==> src/rtl/cam_sccb_master_pkg.sv <==
`default_nettype none
//==============================================================================
// Package  : cam_sccb_pkg
// Brief    : Shared types and field positions for the SCCB command engine.
// Revision : 1.0
//==============================================================================
package cam_sccb_pkg;

  typedef enum logic [2:0] {
    S_IDLE  = 3'd0,
    S_START = 3'd1,
    S_BIT   = 3'd2,
    S_ACK   = 3'd3,
    S_STOP  = 3'd4,
    S_GAP   = 3'd5,
    S_DONE  = 3'd6
  } state_t;

  localparam int CMD_RD      = 31;
  localparam int CMD_ADDR_HI = 23;
  localparam int CMD_ADDR_LO = 8;

  localparam int RESP_NACK = 17;
  localparam int RESP_DROP = 16;

  // Byte slots of a transaction; the read second half resumes at BYTE_ID_R.
  localparam logic [2:0] BYTE_ID_W    = 3'd0;
  localparam logic [2:0] BYTE_ADDR_HI = 3'd1;
  localparam logic [2:0] BYTE_ADDR_LO = 3'd2;
  localparam logic [2:0] BYTE_DATA    = 3'd3;
  localparam logic [2:0] BYTE_ID_R    = 3'd4;
  localparam logic [2:0] BYTE_RX      = 3'd5;

endpackage
`default_nettype wire

==> src/rtl/cam_sccb_master_if.sv <==
`default_nettype none
//==============================================================================
// Interface : cam_sccb_master_if
// Brief     : Command/response and SCL/SDA pin bundle of one camera port.
// Revision  : 1.0
//==============================================================================
interface cam_sccb_master_if;
  logic [31:0] cmd;
  logic        cmd_valid;
  logic [17:0] resp;
  logic        resp_valid;
  logic        busy;
  logic        scl;
  logic        sda_oe;
  logic        sda_i;

  modport master (
    input  cmd, cmd_valid, sda_i,
    output resp, resp_valid, busy, scl, sda_oe
  );

  modport slave (
    output cmd, cmd_valid, sda_i,
    input  resp, resp_valid, busy, scl, sda_oe
  );
endinterface
`default_nettype wire

==> src/rtl/cam_sccb_qtick.sv <==
`default_nettype none
//==============================================================================
// Module   : cam_sccb_qtick
// Brief    : Quarter-period divider; q index and quarter-end pulse while enabled.
// Revision : 1.0
//==============================================================================
module cam_sccb_qtick #(
  parameter int QDIV = 250
) (
  input  wire        fclk,
  input  wire        rst,
  input  wire        i_en,
  output logic [1:0] o_q,
  output logic       o_qend
);
  localparam int CW = $clog2(QDIV);

  logic [CW-1:0] r_cnt;
  logic [1:0]    r_q;
  logic          w_last;

  assign w_last = (r_cnt == CW'(QDIV - 1));

  always_ff @(posedge fclk or posedge rst) begin
    if (rst) begin
      r_cnt <= '0;
      r_q   <= 2'd0;
    end else if (!i_en) begin
      r_cnt <= '0;
      r_q   <= 2'd0;
    end else if (w_last) begin
      r_cnt <= '0;
      r_q   <= r_q + 2'd1;
    end else begin
      r_cnt <= r_cnt + 1'b1;
    end
  end

  assign o_q    = r_q;
  assign o_qend = i_en & w_last;
endmodule
`default_nettype wire

==> src/rtl/cam_sccb_master.sv <==
`default_nettype none
//==============================================================================
// Module   : cam_sccb_master
// Brief    : SCCB register write/read engine driven by one camera command word.
// Revision : 1.0
//==============================================================================
module cam_sccb_master
  import cam_sccb_pkg::*;
#(
  parameter int         QDIV   = 250,
  parameter logic [7:0] DEV_ID = 8'h78
) (
  input wire                fclk,
  input wire                rst,
  cam_sccb_master_if.master bus
);
  state_t      r_state, w_next;
  logic        r_vld_d, r_rd, r_ack, r_nack, r_drop;
  logic [15:0] r_addr;
  logic [7:0]  r_data, r_shift, r_rx, w_tx_byte;
  logic [2:0]  r_byte, r_bitcnt, w_tx_sel;
  logic [17:0] r_resp;
  logic [1:0]  w_q;
  logic        w_qend, w_pend, w_samp, w_busy, w_rise, w_accept, w_drop_set;
  logic        w_rx_byte, w_ack_stop, w_gap, w_load_resp, w_scl, w_sda_oe;
  logic        w_unused;

  cam_sccb_qtick #(.QDIV(QDIV)) u_qtick (
    .fclk   (fclk),
    .rst    (rst),
    .i_en   (w_busy),
    .o_q    (w_q),
    .o_qend (w_qend)
  );

  assign w_busy      = (r_state != S_IDLE) && (r_state != S_DONE);
  assign w_rise      = bus.cmd_valid & ~r_vld_d;
  assign w_accept    = w_rise & ~w_busy;
  assign w_drop_set  = w_rise & w_busy;
  assign w_pend      = w_qend && (w_q == 2'd3);
  assign w_samp      = w_qend && (w_q == 2'd2);
  assign w_rx_byte   = (r_byte == BYTE_RX);
  assign w_ack_stop  = w_rx_byte | r_ack | (r_rd ? (r_byte == BYTE_ADDR_LO) : (r_byte == BYTE_DATA));
  assign w_gap       = r_rd && !r_nack && (r_byte == BYTE_ADDR_LO);
  assign w_load_resp = (r_state == S_STOP) && w_pend && !w_gap;
  assign w_tx_sel    = (r_state == S_ACK) ? r_byte + 3'd1 : r_byte;
  assign w_unused    = &{1'b0, bus.cmd[30:24], DEV_ID[0]};

  always_comb begin
    w_tx_byte = 8'hFF;
    case (w_tx_sel)
      BYTE_ID_W:    w_tx_byte = {DEV_ID[7:1], 1'b0};
      BYTE_ADDR_HI: w_tx_byte = r_addr[15:8];
      BYTE_ADDR_LO: w_tx_byte = r_addr[7:0];
      BYTE_DATA:    w_tx_byte = r_data;
      BYTE_ID_R:    w_tx_byte = {DEV_ID[7:1], 1'b1};
      default:      w_tx_byte = 8'hFF;
    endcase
  end

  always_ff @(posedge fclk or posedge rst) begin
    if (rst) r_state <= S_IDLE;
    else     r_state <= w_next;
  end

  always_comb begin
    w_next   = r_state;
    w_scl    = 1'b1;
    w_sda_oe = 1'b0;
    unique case (r_state)
      S_IDLE:  if (w_accept) w_next = S_START;
      S_START: begin
        w_scl    = (w_q != 2'd3);
        w_sda_oe = w_q[1];
        if (w_pend) w_next = S_BIT;
      end
      S_BIT: begin
        w_scl    = w_q[1];
        w_sda_oe = !w_rx_byte && !r_shift[7];
        if (w_pend && (r_bitcnt == 3'd7)) w_next = S_ACK;
      end
      S_ACK: begin
        w_scl = w_q[1];
        if (w_pend) w_next = w_ack_stop ? S_STOP : S_BIT;
      end
      S_STOP: begin
        w_scl    = (w_q != 2'd0);
        w_sda_oe = !w_q[1];
        if (w_pend) w_next = w_gap ? S_GAP : S_DONE;
      end
      S_GAP:   if (w_pend) w_next = S_START;
      S_DONE:  w_next = w_accept ? S_START : S_IDLE;
      default: w_next = S_IDLE;
    endcase
  end

  always_ff @(posedge fclk or posedge rst) begin
    if (rst) begin
      r_vld_d  <= 1'b0;
      r_rd     <= 1'b0;
      r_addr   <= 16'h0000;
      r_data   <= 8'h00;
      r_byte   <= BYTE_ID_W;
      r_bitcnt <= 3'd0;
      r_shift  <= 8'hFF;
      r_rx     <= 8'h00;
      r_ack    <= 1'b0;
      r_nack   <= 1'b0;
      r_drop   <= 1'b0;
      r_resp   <= 18'h00000;
    end else begin
      r_vld_d <= bus.cmd_valid;
      // A drop arriving as a response loads stays pending for the next one.
      if (w_drop_set)       r_drop <= 1'b1;
      else if (w_load_resp) r_drop <= 1'b0;
      if (w_accept) begin
        r_rd   <= bus.cmd[CMD_RD];
        r_addr <= bus.cmd[CMD_ADDR_HI:CMD_ADDR_LO];
        r_data <= bus.cmd[7:0];
        r_byte <= BYTE_ID_W;
        r_nack <= 1'b0;
        r_rx   <= 8'h00;
      end
      if (w_samp) begin
        if ((r_state == S_BIT) && w_rx_byte) r_rx  <= {r_rx[6:0], bus.sda_i};
        if (r_state == S_ACK)                r_ack <= bus.sda_i;
      end
      if (w_pend) begin
        case (r_state)
          S_START: begin
            r_shift  <= w_tx_byte;
            r_bitcnt <= 3'd0;
          end
          S_BIT: begin
            r_shift  <= {r_shift[6:0], 1'b0};
            r_bitcnt <= r_bitcnt + 3'd1;
          end
          S_ACK: begin
            if (r_ack && !w_rx_byte) r_nack <= 1'b1;
            if (!w_ack_stop) begin
              r_byte   <= r_byte + 3'd1;
              r_shift  <= w_tx_byte;
              r_bitcnt <= 3'd0;
            end
          end
          S_STOP:  if (w_gap) r_byte <= BYTE_ID_R;
          default: ;
        endcase
      end
      if (w_load_resp) r_resp <= {r_nack, r_drop, r_addr[7:0], r_rx};
    end
  end

  assign bus.resp       = r_resp;
  assign bus.resp_valid = (r_state == S_DONE);
  assign bus.busy       = w_busy;
  assign bus.scl        = w_scl;
  assign bus.sda_oe     = w_sda_oe;
endmodule
`default_nettype wire

==> src/flat_wrapper.sv <==
// flat-port wrapper written by rule: the top's interface ports become plain ports
module cam_sccb_master_flat import cam_sccb_pkg::*;
#(
  parameter int         QDIV   = 250,
  parameter logic [7:0] DEV_ID = 8'h78
)
  (fclk, rst, bus_cmd, bus_cmd_valid, bus_sda_i, bus_resp, bus_resp_valid, bus_busy, bus_scl, bus_sda_oe);
  cam_sccb_master_if bus_i ();
  input wire fclk;
  input wire rst;
  input wire logic [$bits(bus_i.cmd)-1:0] bus_cmd;
  input wire logic [$bits(bus_i.cmd_valid)-1:0] bus_cmd_valid;
  input wire logic [$bits(bus_i.sda_i)-1:0] bus_sda_i;
  output wire logic [$bits(bus_i.resp)-1:0] bus_resp;
  output wire logic [$bits(bus_i.resp_valid)-1:0] bus_resp_valid;
  output wire logic [$bits(bus_i.busy)-1:0] bus_busy;
  output wire logic [$bits(bus_i.scl)-1:0] bus_scl;
  output wire logic [$bits(bus_i.sda_oe)-1:0] bus_sda_oe;
  assign bus_i.cmd = bus_cmd;
  assign bus_i.cmd_valid = bus_cmd_valid;
  assign bus_i.sda_i = bus_sda_i;
  assign bus_resp = bus_i.resp;
  assign bus_resp_valid = bus_i.resp_valid;
  assign bus_busy = bus_i.busy;
  assign bus_scl = bus_i.scl;
  assign bus_sda_oe = bus_i.sda_oe;
  cam_sccb_master #(.QDIV(QDIV), .DEV_ID(DEV_ID)) u_core (.fclk(fclk), .rst(rst), .bus(bus_i));
endmodule
==> config.mk <==
export PLATFORM = sky130hd
export DESIGN_NAME = cam_sccb_master_flat
export DESIGN_NICKNAME = d
export VERILOG_FILES = /design/src/rtl/cam_sccb_master_pkg.sv /design/src/rtl/cam_sccb_master_if.sv /design/src/rtl/cam_sccb_qtick.sv /design/src/rtl/cam_sccb_master.sv /design/src/flat_wrapper.sv
export SDC_FILE = /design/constraint.sdc
export NUM_CORES = 1
export LEC_CHECK = 0
export CORE_ASPECT_RATIO = 1.75
export CORE_MARGIN = 3
export CORE_UTILIZATION = 48
export DETAILED_ROUTE_END_ITERATION = 10
export HOLD_SLACK_MARGIN = 0.03
export PLACE_DENSITY_LB_ADDON = 0.1
export RECOVER_POWER = 100
export SETUP_SLACK_MARGIN = 0.15
export SLEW_MARGIN = 20
export SYNTH_ARGS = -nofsm -noshare
export SYNTH_HDL_FRONTEND = slang
export SYNTH_SLANG_ARGS = --single-unit
==> constraint.sdc <==
create_clock -name fclk -period 5.6 [get_ports fclk]
set_input_delay 1.68 -clock fclk [delete_from_list [all_inputs] [get_ports fclk]]
set_output_delay 1.68 -clock fclk [all_outputs]
set_load 0.05 [all_outputs]
==> impl_metrics.ini <==
[sta]
slew_viol_final = 83
worst_pin_slew_ns = 2.00
hold_viol_final = 0
slew-limit-headroom_pct = -34.1
min_period_over_period_pct = 77.0
clock_skew_ns = 0.00695
setup_tns_ns = 0
max_clock_freq_ghz = 0.232
whs_ns = 0.469
finalSetupViolCount = 0
rsz0062_at_grt = no
period_minus_slack_ns = 4.31

[routing]
viasPerCell = 5.52
routedWlPerCell_um = 15.5
drc = 0
antenna_left = 0
firstDrtPassIters = 4
drt_iter0_drc = 214
vias = 2973
drt-total-wl_mm = 8.37

[finish]
syn_to_final_growth_pct = 20.1
fillers = 733
antennaDiodeCount = 0
drive_above_1_share_pct = 11.6
fin_util_pct = 59.3
layout.nets = 493

[grt]
overflow = 0
antenna_found_initial = 0
grt_pass1_wl_mm = 14.0
grt_usage_pct = 19.7
grt_pass1_vias = 3039
grt_max_degree = 48

[logic_synthesis]
mappedNetlistArea_mm2 = 0.00393
async_flop_share_pct = 100
synthFlopType = dfrtp_1
seq_area_frac_synth_pct = 52.5
yosysMostFrequentCell = nand2_1
yosys-top-cells-area = dfrtp_1, nand2_1, mux2_2, dfstp_2, ha_1
syn-num-nets = 445
ys_warn_count = 0
synth_top_area_share_pct = 47.1
avgSynthCellArea_um2 = 9.87
synth_area_leader_cell = dfrtp_1
synth_cell_types = 50
syn_inst = 398
ys_ff_latch = 82
synth_edf_count = 0
netlist_top_cells_count = nand2_1, dfrtp_1, nor2_1

[die]
io_pins = 58
rows = 43
die_area_mm2 = 0.00935
fp.dieH_um = 126
die_w_um = 74.4
core_mm2 = 0.00796
start_util_pct = 49.3

[power_and_ir_drop]
p_leak_nw = 2.28
vdd_drop_max_uv = 239
power_density_mw_per_mm2 = 442
power.total_mw = 2.09

[clock_network]
cts_setup_buffers = 0
cts-hold-fix-buffers = 0
root_buffer = clkbuf_16
clock-sinks = 82
clk_path_buf_depth = 2
cts-buffers-inserted = 9
htree_levels = 3
cts_tree = built
cts_resized = 0
clk-insertion-delay-late_ns = 0.34
clk_pin_slew_ns = 0.06

[hold_path]
timing.hold.worst_endpoint = u_core.r_shift[2]
whs_path_depth = 2
min_from = u_core.r_shift[2]
holdCritPathClass = flip-flop to flip-flop

[critical_path]
worstSetupPathType = flip-flop to output pin
r2r-start = u_core.r_byte[0]
required_ns = 3.92
crit_path_start_kind = flip-flop
worstPathMaxFanout = 13
r2r-end = u_core.r_bitcnt[0]
reg2reg_slack_ns = 2.67
crit_path_end_kind = output pin
cp.arrival_ns = 2.63
startpoint = u_core.r_byte[0]
reg2reg_depth = 7

[placement]
gp_congestion = 0.828
place_hpwl_mm = 6.05
io_buffer_count = 50

[status]
failed_checks = max-capacitance violations, max-slew violations
status = finished, violations left

[job]
drv_cap = 2
metrics by stage:
stage	setup slack, ns	cells	instance area (um2)
finish	1.29	539	4720
global route	1.11	539	4720
CTS	1.33	539	4750
detailed placement	1.69	525	4500
global placement	1.69	525	4500
floorplan	1.82	398	3930
placed cells by master (no fill, tap or decap), drive strengths merged, types with 2 or more instances in the layout:
cell type      instances
xnor2                  5
o32ai                  3
nand4b                 2
o22ai                  2
and2                   2
and3b                  2
o31ai                  7
or3b                   2
nor2b                  4
mux2                  22
mux2i                  2
clkinv                 3
a221o                  2
dfrtp                 74
a211o                  2
nor3                   6
a22oi                  2
dfstp                  8
xor2                   2
or2                    2
nor3b                  2
clkdlybuf4s50         25
nand2b                 2
o21ai                 17
ha                    11
a21oi                  4
nor2                  31
nand2                115
a221oi                 9
clkbuf                14
a21o                   7
inv                   11
dlygate4sd3           25
nand3                  3
critical path: stages (launching register included):
cell,delay [ns]
dfrtp_1,0.51
ha_1,0.26
and2_1,0.19
nor3_1,0.14
a22oi_1,0.09
o22ai_1,0.20
dlygate4sd3_1,0.90
metal layers:
metal	share of wire [%]	GRT usage, %	vias to the layer above
met5	0	0	-
met4	4.1	12.1	0
met3	3.4	4.63	24
met2	54	33.4	74
met1	39	21.4	1416
li1	-	-	1459
report_power, final:
part	internal, mW	leakage, nW	switching, mW
logic	0.268	1.11	0.395
clock network	0.294	0.125	0.218
registers	0.746	1.05	0.166
total	1.31	2.28	0.779
cell type report:
cell class,count,area (um2),share of cell area [%]
tap,90,113,2.39
timing repair buffer,54,520,11.0
inverter,12,46.3,0.981
multi-input combinational,287,1730,36.6
sequential,82,2060,43.7
clock buffer,11,233,4.93
clock inverter,3,18.8,0.398
state kept, by name, summed over array words and instances (netlist names), 3 cells and up:
register and cells:
u_core.bus.resp 18, u_core.r_addr 16, u_core.r_data 8, u_core.r_rx 8, u_core.r_shift 8, u_core.u_qtick.r_cnt 8, u_core.r_bitcnt 3, u_core.r_byte 3
u_core.r_state 3
kinds of logic (layout without fill, tap and decap cells):
group	after synthesis	in the layout	share of synthesized area (%)
simple gates	181	181	20.1
flops	82	82	52.5
compound gates	64	64	12.5
buf+inv	29	80	3.09
mux	24	24	6.82
fa+ha+maj	11	11	3.50
xor+xnor	7	7	1.56
how the worst max path moves through the flow:
stage	endpoint	slack (ns)	cells after the start
floorplan	u_core.bus.resp[0]	1.82	1
global placement	bus_sda_oe	1.69	6
detailed placement	bus_sda_oe	1.69	6
CTS	bus_sda_oe	1.33	6
global route	bus_busy	1.11	4
finish	bus_sda_oe	1.29	6
(Power assumes the default switching activity.)
